`config.mk`:
```
export PLATFORM = sky130hd
export DESIGN_NAME = uart_tx_arbiter_flat
export DESIGN_NICKNAME = d
export VERILOG_FILES = /design/src/rtl/uart_pkg.sv /design/src/rtl/uart_tx_arbiter_if.sv /design/src/rtl/uart_rr_picker.sv /design/src/rtl/uart_tx_arbiter.sv /design/src/flat_wrapper.sv
export SDC_FILE = /design/constraint.sdc
export NUM_CORES = 1
export LEC_CHECK = 0
export CAP_MARGIN = 10
export CORE_MARGIN = 10
export CORE_UTILIZATION = 48
export DETAILED_ROUTE_END_ITERATION = 16
export PLACE_DENSITY = 0.89
export SETUP_SLACK_MARGIN = 0.2
export SYNTH_ARGS = -nofsm -noshare
export SYNTH_HDL_FRONTEND = slang
export SYNTH_HIERARCHICAL = 1
export SYNTH_SLANG_ARGS = --single-unit
```
`constraint.sdc`:
```
create_clock -name clk -period 5.51 [get_ports clk]
set_input_delay 0.551 -clock clk [delete_from_list [all_inputs] [get_ports clk]]
set_output_delay 0.551 -clock clk [all_outputs]
set_load 0.02 [all_outputs]
```
`src/rtl/uart_pkg.sv`:
```
// uart_pkg: shared types and helpers for the UART transmit arbiter.
// Holds the arbiter state enum, byte width and newd hold-time function.
package uart_pkg;

    localparam int BYTE_W = 8;

    typedef enum logic [1:0] {
        IDLE,
        LOAD,
        WAIT,
        ACK
    } arb_state_t;

    // newd must outlast one baud-clock period so the slow side samples it
    function automatic int hold_cycles(input int clk_freq, input int baud_rate);
        return clk_freq / baud_rate + 4;
    endfunction

endpackage

```
`src/rtl/uart_tx_arbiter_if.sv`:
```
// uart_tx_arbiter_if: requester bus plus transmitter handshake.
// slave = arbiter view, master = client/transmitter view.
interface uart_tx_arbiter_if
    import uart_pkg::*;
#(
    parameter int NUM_REQ = 4
);
    localparam int IDW = $clog2(NUM_REQ);

    logic [NUM_REQ-1:0]        req;
    logic [NUM_REQ*BYTE_W-1:0] req_data;
    logic [NUM_REQ-1:0]        ack;
    logic [IDW-1:0]            grant_id;
    logic                      busy;
    logic                      tx_newd;
    logic [BYTE_W-1:0]         tx_data;
    logic                      tx_done;
    logic                      timeout_err;

    modport slave (
        input  req, req_data, tx_done,
        output ack, grant_id, busy,
        output tx_newd, tx_data, timeout_err
    );

    modport master (
        output req, req_data, tx_done,
        input  ack, grant_id, busy,
        input  tx_newd, tx_data, timeout_err
    );

endinterface

```
`src/rtl/uart_rr_picker.sv`:
```
// uart_rr_picker: combinational round-robin winner select.
// Returns the first set req at or above ptr, wrapping past NUM_REQ-1.
module uart_rr_picker #(
    parameter int NUM_REQ = 4,
    parameter int IDW     = $clog2(NUM_REQ)
) (
    input  logic [NUM_REQ-1:0] req,
    input  logic [IDW-1:0]     ptr,
    output logic               valid,
    output logic [IDW-1:0]     winner
);

    always_comb begin
        int j;
        valid  = 1'b0;
        winner = '0;
        j      = 0;
        for (int i = 0; i < NUM_REQ; i++) begin
            j = int'(ptr) + i;
            if (j >= NUM_REQ) j = j - NUM_REQ;
            if (!valid && req[IDW'(j)]) begin
                valid  = 1'b1;
                winner = IDW'(j);
            end
        end
    end

endmodule

```
`src/rtl/uart_tx_arbiter.sv`:
```
// uart_tx_arbiter: round-robin sharing of one UART transmitter.
// Optional grant-to-done watchdog enabled by UART_TX_TIMEOUT_EN.
module uart_tx_arbiter
    import uart_pkg::*;
#(
    parameter int NUM_REQ        = 4,
    parameter int CLK_FREQ       = 1000000,
    parameter int BAUD_RATE      = 9600,
    parameter int TIMEOUT_CYCLES = 4000
) (
    input logic              clk,
    input logic              rst,
    uart_tx_arbiter_if.slave bus
);

    localparam int HOLD_CYCLES = hold_cycles(CLK_FREQ, BAUD_RATE);
    localparam int IDW         = $clog2(NUM_REQ);
    localparam int HW          = $clog2(HOLD_CYCLES + 1);

    arb_state_t         state_q, state_d;
    logic [HW-1:0]      hold_q, hold_d;
    logic               done_seen_q, done_seen_d;
    logic               tx_done_q;
    logic [IDW-1:0]     ptr_q, ptr_d;
    logic [IDW-1:0]     grant_q, grant_d;
    logic [IDW-1:0]     pick_idx;
    logic               pick_valid;
    logic [BYTE_W-1:0]  data_q, data_d;
    logic [NUM_REQ-1:0] ack_q, ack_d;
    logic               busy_q, busy_d;
    logic               newd_q, newd_d;
    logic               done_rise, done_any;
    logic [BYTE_W-1:0]  req_bytes [NUM_REQ];

`ifdef UART_TX_TIMEOUT_EN
    localparam int TW = $clog2(TIMEOUT_CYCLES + 1);
    logic [TW-1:0] to_q, to_d;
    logic          to_err_q, to_err_d;
`endif

    function automatic logic [IDW-1:0] next_ptr(input logic [IDW-1:0] g);
        if (int'(g) == NUM_REQ - 1) return '0;
        return g + IDW'(1);
    endfunction

    always_comb begin
        for (int i = 0; i < NUM_REQ; i++)
            req_bytes[i] = bus.req_data[i*BYTE_W +: BYTE_W];
    end

    uart_rr_picker #(
        .NUM_REQ (NUM_REQ),
        .IDW     (IDW)
    ) u_pick (
        .req    (bus.req),
        .ptr    (ptr_q),
        .valid  (pick_valid),
        .winner (pick_idx)
    );

    assign done_rise = bus.tx_done & ~tx_done_q;
    assign done_any  = done_seen_q | done_rise;

    always_comb begin
        state_d     = state_q;
        hold_d      = hold_q;
        done_seen_d = done_seen_q;
        ptr_d       = ptr_q;
        grant_d     = grant_q;
        data_d      = data_q;
        ack_d       = '0;
        newd_d      = newd_q;
`ifdef UART_TX_TIMEOUT_EN
        to_d        = to_q;
        to_err_d    = 1'b0;
`endif
        unique case (state_q)
            IDLE: begin
                hold_d      = '0;
                done_seen_d = 1'b0;
                newd_d      = 1'b0;
`ifdef UART_TX_TIMEOUT_EN
                to_d        = '0;
`endif
                if (pick_valid) begin
                    grant_d = pick_idx;
                    data_d  = req_bytes[pick_idx];
                    state_d = LOAD;
                end
            end
            LOAD: begin
                done_seen_d = done_any;
                if (hold_q == HW'(HOLD_CYCLES)) begin
                    newd_d  = 1'b0;
                    state_d = done_any ? ACK : WAIT;
                end else begin
                    newd_d  = 1'b1;
                    hold_d  = hold_q + HW'(1);
                end
            end
            WAIT: begin
                done_seen_d = done_any;
                if (done_any) state_d = ACK;
            end
            ACK: begin
                ptr_d   = next_ptr(grant_q);
                state_d = IDLE;
            end
            default: state_d = IDLE;
        endcase
`ifdef UART_TX_TIMEOUT_EN
        // abandon the byte and skip its owner so others are not starved
        if (state_q == LOAD || state_q == WAIT) begin
            to_d = to_q + TW'(1);
            if (!done_any && to_q == TW'(TIMEOUT_CYCLES - 1)) begin
                state_d  = IDLE;
                newd_d   = 1'b0;
                to_err_d = 1'b1;
                ptr_d    = next_ptr(grant_q);
            end
        end
`endif
        if (state_d == ACK) ack_d[grant_q] = 1'b1;
        busy_d = (state_d != IDLE);
    end

    always_ff @(posedge clk) begin
        if (rst) begin
            state_q     <= IDLE;
            hold_q      <= '0;
            done_seen_q <= 1'b0;
            tx_done_q   <= 1'b0;
            ptr_q       <= '0;
            grant_q     <= '0;
            data_q      <= '0;
            ack_q       <= '0;
            busy_q      <= 1'b0;
            newd_q      <= 1'b0;
        end else begin
            state_q     <= state_d;
            hold_q      <= hold_d;
            done_seen_q <= done_seen_d;
            tx_done_q   <= bus.tx_done;
            ptr_q       <= ptr_d;
            grant_q     <= grant_d;
            data_q      <= data_d;
            ack_q       <= ack_d;
            busy_q      <= busy_d;
            newd_q      <= newd_d;
        end
    end

`ifdef UART_TX_TIMEOUT_EN
    always_ff @(posedge clk) begin
        if (rst) begin
            to_q     <= '0;
            to_err_q <= 1'b0;
        end else begin
            to_q     <= to_d;
            to_err_q <= to_err_d;
        end
    end

    assign bus.timeout_err = to_err_q;
`else
    assign bus.timeout_err = 1'b0;
`endif

    assign bus.ack      = ack_q;
    assign bus.grant_id = grant_q;
    assign bus.busy     = busy_q;
    assign bus.tx_newd  = newd_q;
    assign bus.tx_data  = data_q;

endmodule
```
`src/flat_wrapper.sv`:
```
// flat-port wrapper written by rule: the top's interface ports become plain ports
module uart_tx_arbiter_flat import uart_pkg::*;
#(
    parameter int NUM_REQ        = 4,
    parameter int CLK_FREQ       = 1000000,
    parameter int BAUD_RATE      = 9600,
    parameter int TIMEOUT_CYCLES = 4000
)
  (clk, rst, bus_req, bus_req_data, bus_tx_done, bus_ack, bus_grant_id, bus_busy, bus_tx_newd, bus_tx_data, bus_timeout_err);
  uart_tx_arbiter_if #(.NUM_REQ(NUM_REQ)) bus_i ();
  input logic clk;
  input logic rst;
  input wire logic [$bits(bus_i.req)-1:0] bus_req;
  input wire logic [$bits(bus_i.req_data)-1:0] bus_req_data;
  input wire logic [$bits(bus_i.tx_done)-1:0] bus_tx_done;
  output wire logic [$bits(bus_i.ack)-1:0] bus_ack;
  output wire logic [$bits(bus_i.grant_id)-1:0] bus_grant_id;
  output wire logic [$bits(bus_i.busy)-1:0] bus_busy;
  output wire logic [$bits(bus_i.tx_newd)-1:0] bus_tx_newd;
  output wire logic [$bits(bus_i.tx_data)-1:0] bus_tx_data;
  output wire logic [$bits(bus_i.timeout_err)-1:0] bus_timeout_err;
  assign bus_i.req = bus_req;
  assign bus_i.req_data = bus_req_data;
  assign bus_i.tx_done = bus_tx_done;
  assign bus_ack = bus_i.ack;
  assign bus_grant_id = bus_i.grant_id;
  assign bus_busy = bus_i.busy;
  assign bus_tx_newd = bus_i.tx_newd;
  assign bus_tx_data = bus_i.tx_data;
  assign bus_timeout_err = bus_i.timeout_err;
  uart_tx_arbiter #(.NUM_REQ(NUM_REQ), .CLK_FREQ(CLK_FREQ), .BAUD_RATE(BAUD_RATE), .TIMEOUT_CYCLES(TIMEOUT_CYCLES)) u_core (.clk(clk), .rst(rst), .bus(bus_i));
endmodule
```
Word level (Yosys, flattened, before mapping)
Index checks and enable logic that the tools add are counted.

Register bits after elaboration: 29. Input port bits: 39. Output and inout bits: 17.

Add/sub/neg operators: 9. Order comparisons: 11. Eq/ne operators: 7. Multiplexer cells: 43. Bitwise operators: 5. Reductions and logical operators: 15.

Operators with widths (count): 2-bit 2-to-1 mux (13); 1-bit 2-to-1 mux (17); 8-bit binary-select mux with 2-bit select (1); 2-bit by 4-bit < comparator with 1-bit output, second input constant (4); 8-bit 2-to-1 mux (2); 7-bit case mux with 2 select lines (1); 3-bit >= comparator, second input constant (4); 1-bit binary-select mux with 2-bit select (4); 2-bit case mux with 4 select lines (1); 2-bit by 1-bit subtractor with 2-bit output, second input constant (4); 7-bit by 1-bit adder with 7-bit output, second input constant (1); 7-bit == test, second input constant (1); 7-bit 2-to-1 mux (1); 2-bit by 2-bit adder with 3-bit output, second input constant (2); 2-bit == test, second input constant (3); 2-bit nonzero test (3); 2-bit by 1-bit == test with 1-bit output, second input constant (2); 1-bit logical AND (4); 1-bit case mux with 2 select lines (2); 2-bit AND reduction (2); 2-bit OR reduction (2); 2-bit by 1-bit adder with 3-bit output, second input constant (1); 2-bit by 3-bit >= comparator with 1-bit output, second input constant (1); 1-bit logical NOT (3); 10 further kinds (11).

Longest topological paths before layout
Depth after elaboration: 20. Gate-level depth with buffers: 7. Mapped depth without buffers: 6.

Modules after synthesis
Netlist, hierarchy kept.

By module, submodules not included: uart_tx_arbiter (times used 1, cells each 170, area an instance 1532.7 um^2); uart_rr_picker (times used 1, cells each 15, area an instance 77.6 um^2).

Worst setup path before layout
OpenSTA, ideal clock, no wires.

Path kind: input to register. Start: input port bus_req[1]. End: register u_core.data_q[0], in the netlist u_core/bus.tx_data[0]. Setup time: 0.132 ns. Arrival time: 1.928 ns. Path slack: 3.450 ns. Cell stages on the path: 7. Cells stage by stage: inv_1 -> a221o_1 -> a21oi_1 -> buf_2 -> mux4_2 -> nand2_1 -> a21oi_1.

Cells in the longest elaborated chain, start to end: 17. Elaborated cells between the ends (all ways): 31. Those cells by class: mux: 23; bitwise: 1; reduce/logical: 7.

Ends and longest elaborated chain: start: declaration (RTL line flat_wrapper.sv:13) `input wire logic [$bits(bus_i.req)-1:0] bus_req;`; 1-bit binary-select mux with 2-bit select (RTL line uart_rr_picker.sv:21) `if (!valid && req[IDW'(j)]) begin`; 1-bit 2-to-1 mux (not written as such) (2 in a row) (RTL line uart_rr_picker.sv:21); 1-bit 2-to-1 mux (RTL line uart_rr_picker.sv:21); 1-bit logical NOT (RTL line uart_rr_picker.sv:21); 1-bit logical AND (RTL line uart_rr_picker.sv:21); 1-bit 2-to-1 mux (RTL line uart_rr_picker.sv:21); 1-bit logical NOT (RTL line uart_rr_picker.sv:21); 1-bit logical AND (RTL line uart_rr_picker.sv:21); 1-bit 2-to-1 mux (RTL line uart_rr_picker.sv:21); 1-bit logical NOT (RTL line uart_rr_picker.sv:21); 1-bit logical AND (RTL line uart_rr_picker.sv:21); 2-bit 2-to-1 mux * (RTL line uart_rr_picker.sv:21); named net u_core.pick_idx[0] (RTL line uart_tx_arbiter.sv:26) `logic [IDW-1:0] pick_idx;`; 2-bit inverter with 3-bit output (not written as such) * (RTL line uart_tx_arbiter.sv:87) `data_d = req_bytes[pick_idx];`; 8-bit binary-select mux with 2-bit select * (RTL line uart_tx_arbiter.sv:87); 8-bit 2-to-1 mux (not written as such) * (2 in a row) (RTL line uart_tx_arbiter.sv:87); end signal: assignment (RTL line uart_tx_arbiter.sv:146) `data_q <= data_d;`; end: declaration (RTL line uart_tx_arbiter.sv:28) `logic [BYTE_W-1:0] data_q, data_d;`.

The timed path passes the listed nets; every way through them passes the cells marked *. The select of a mux whose other input is x is not followed. A chain may end at the register's enable or synchronous reset.

Worst setup path in the final report
Same ends and word-level chain as after synthesis.

==> results.yml <==
timing:
  fin_crit_ps: 2930
  portion_of_the_clock_cycle_consumed_by_the_worst_path_in_the_final_layout_pct: 53.2
  report.final.slew_viol_count: 0
  fin_setup_tns_ps: 0
  finalSetupViolations: 0
  final_hold_viol_count: 0
  fmaxAchievable_mhz: 341
  slew_headroom_pct: 24.1
  layout_setup_ws_ps: 2580
  grt_setup_unrepaired: "no"
  tightestPinTransition_ps: 1140
  final.setup_skew_ps: 5.72
global_routing:
  first_pass_grt_wire_length_um: 6580
  grt_pass1_vias: 1515
  grt_remaining_overflow: 0
  grt_antenna_before_repair: 0
  grt_max_degree: 26
  grt_use_total_pct: 13.1
clock_tree:
  cts-hold-fix-buffers: 0
  cts.repair_timing.setup_buffer_count: 0
  numCtsBuffers: 5
  cts_num_sinks: 29
  htree_num_levels: 2
  root_buffer: "sky130_fd_sc_hd__clkbuf_4"
  worstSkewPairLatency_ps: 310
  clkTransAtPathRegs_ps: 90
  buffer_levels_on_the_longest_clock_path: 2
  cts_tree: "done"
  cts-resized-gates: 0
synthesis:
  synth-async-reset-ratio_pct: 0
  ys_ff_latch: 29
  mappedNetlistArea_sq_mm: 0.00161
  post_synth.cell_area_avg_sq_um: 8.70
  synthXorXnorAreaFrac_pct: 0
  ys.flop_type: "sky130_fd_sc_hd__dfxtp_1"
  synthesis.instances: 185
  synth_enable_flop_cells: 0
  synth_compound_area_share_pct: 18.4
  synth_cell_type_count: 35
  muxShareOfSynthArea_pct: 12.4
  yosys.area_share.adder_pct: 7.77
  synth_top_family_by_area: "simple AND/OR/NAND/NOR gates"
  ys_seq_area_share_pct: 36.1
  post_synthesis_simple_gate_area_fraction_pct: 19.3
  yosys_warnings: 6
  synthesis.nets: 234
power_and_ir_drop:
  irDropWorstVdd_mv: 0.115
  cellLeakagePower_nw: 0.853
  cellPowerDensity_mw_per_mm2: 212
routing:
  drt_iter0_drc: 101
  drc_viols: 0
  route.final.wire_length_um: 3940
  ant_nets: 0
  vias_per_cell: 5.30
  dr_total_vias: 1489
  route.detailed.wl_per_inst_um: 14.0
  drt_pre_antenna_iters: 4
die:
  pin_count: 56
  rows: 20
  die_h_um: 77.9
  placeableCoreArea_sq_mm: 0.00313
  start_util_pct: 51.5
  die_x_um: 77.9
  die_area_sq_mm: 0.00607
setup_path:
  critical_path.endpoint_type: "flop"
  timing.critical_path.arrival_ps: 3090
  worstSetupStartpointType: "input port"
  crit_required_ps: 5670
  maximum_fanout_along_the_worst_path: 9
  timing_worst_setup_path_type: "in2reg"
status:
  run_status: "complete, no violations"
min_path:
  hp-class: "reg2reg"
layout:
  num_antenna_cells: 0
  fin_nets: 286
  syn_to_final_growth_pct: 37.8
  final_cell_count_no_fill: 281
  layout.cells.most_common: "sky130_fd_sc_hd__clkdlybuf4s50_1"
  final_layout_size_suffix_gt1_share_pct: 8.44
  layout_common_cells: "sky130_fd_sc_hd__clkdlybuf4s50_1 (54), sky130_fd_sc_hd__dfxtp_1 (29), sky130_fd_sc_hd__nand2_1 (27), sky130_fd_sc_hd__a21oi_1 (25), sky130_fd_sc_hd__nor2_1 (15)"
placement:
  pre_cts_ws_ps: 2200
  hpwl_um: 3140
  place.gp.congestion: 0.785
  dp_cells: 274
  placement.io_buffers: 54
flow_run:
  maxCapViolations: 0
-- through the flow --
stage          area, sq um  hold WS (ps)  util [%]  total power (W)
4_1_cts               2220           458      71.0         0.000476
2_1_floorplan         1610           468         -         0.000296
3_3_place_gp          2160           442      69.2         0.000346
3_5_place_dp          2160           446      69.2         0.000348
5_1_grt               2220           481      71.0         0.000494
6_report              2220           458      71.0         0.000470
-- cell families after synthesis --
family / after synthesis
AND/OR/NAND/NOR: 65
buffers and inverters: 23
multiplexers: 10
other: 1
flip-flops: 29
AO/OA/AOI/OAI: 47
adder cells (fa/ha/maj): 10
-- worst max-delay path: stages --
cell and delay [ps]:
sky130_fd_sc_hd__clkdlybuf4s50_1 500, sky130_fd_sc_hd__inv_1 60, sky130_fd_sc_hd__a221o_1 340, sky130_fd_sc_hd__a21oi_1 890, sky130_fd_sc_hd__mux4_2 600, sky130_fd_sc_hd__nand2_1 80
sky130_fd_sc_hd__a21oi_1 70
-- sequential cells by signal, indices dropped and copies added (netlist names) --
name                 count
u_core/hold_q            7
u_core/bus.tx_newd       1
u_core/done_seen_q       1
u_core/bus.grant_id      2
u_core/state_q           2
u_core/ptr_q             2
u_core/bus.tx_data       8
u_core/tx_done_q         1
u_core/bus.busy          1
u_core/bus.ack           4
-- synthesized netlist by cell type, types with 2 or more instances --
cell type / number / area share, %
sky130_fd_sc_hd__o21ai_0: 5 / 1.6
sky130_fd_sc_hd__ha_1: 10 / 7.8
sky130_fd_sc_hd__inv_1: 13 / 3.0
sky130_fd_sc_hd__a22oi_1: 2 / 0.93
sky130_fd_sc_hd__nor2_1: 15 / 3.5
sky130_fd_sc_hd__nand2_1: 27 / 6.3
sky130_fd_sc_hd__a21oi_1: 25 / 7.8
sky130_fd_sc_hd__nand2b_1: 6 / 2.3
sky130_fd_sc_hd__a211oi_1: 2 / 0.93
sky130_fd_sc_hd__o21a_1: 3 / 1.4
sky130_fd_sc_hd__mux2i_1: 2 / 1.2
sky130_fd_sc_hd__clkbuf_1: 4 / 0.93
sky130_fd_sc_hd__dfxtp_1: 29 / 36
sky130_fd_sc_hd__a31oi_1: 2 / 0.78
sky130_fd_sc_hd__nor3_1: 5 / 1.6
sky130_fd_sc_hd__buf_2: 3 / 0.93
sky130_fd_sc_hd__mux4_2: 8 / 11
sky130_fd_sc_hd__nand3_1: 7 / 2.2
-- report_power, final --
part	switching [W]	leakage, nW	internal, W
logic	0.0000538	0.584	0.0000622
registers	0.00000702	0.237	0.000220
clock network	0.0000672	0.0314	0.0000602
-- final timing paths --
kind | from | to | slack, ps | cells past startpoint
worst min-delay path | u_core/bus.tx_data[2] | u_core/bus.tx_data[2] | 460 | 2
worst max register to register | u_core/ptr_q[0] | u_core/bus.tx_data[0] | 2960 | 6
worst min register to register | u_core/bus.tx_data[2] | u_core/bus.tx_data[2] | 460 | 2
worst max-delay path | bus_req[1] | u_core/bus.tx_data[0] | 2580 | 7
-- layer usage --
metal	vias up	track usage, %	routed length, um
met3	2	8.06	436
met5	-	0	0
met4	0	4.30	14
met2	60	21.8	1900
met1	679	13.3	1590
li1	748	-	-
-- layout make-up --
cell class	count	area (sq um)
repair buffers	54	541
fillers	239	908
flip-flops and latches	29	581
clock buffers	7	55.1
inverters	14	52.6
multi-input cells	133	936
well taps	44	55.1
No activity file was read; power rests on OpenSTA's default activity.
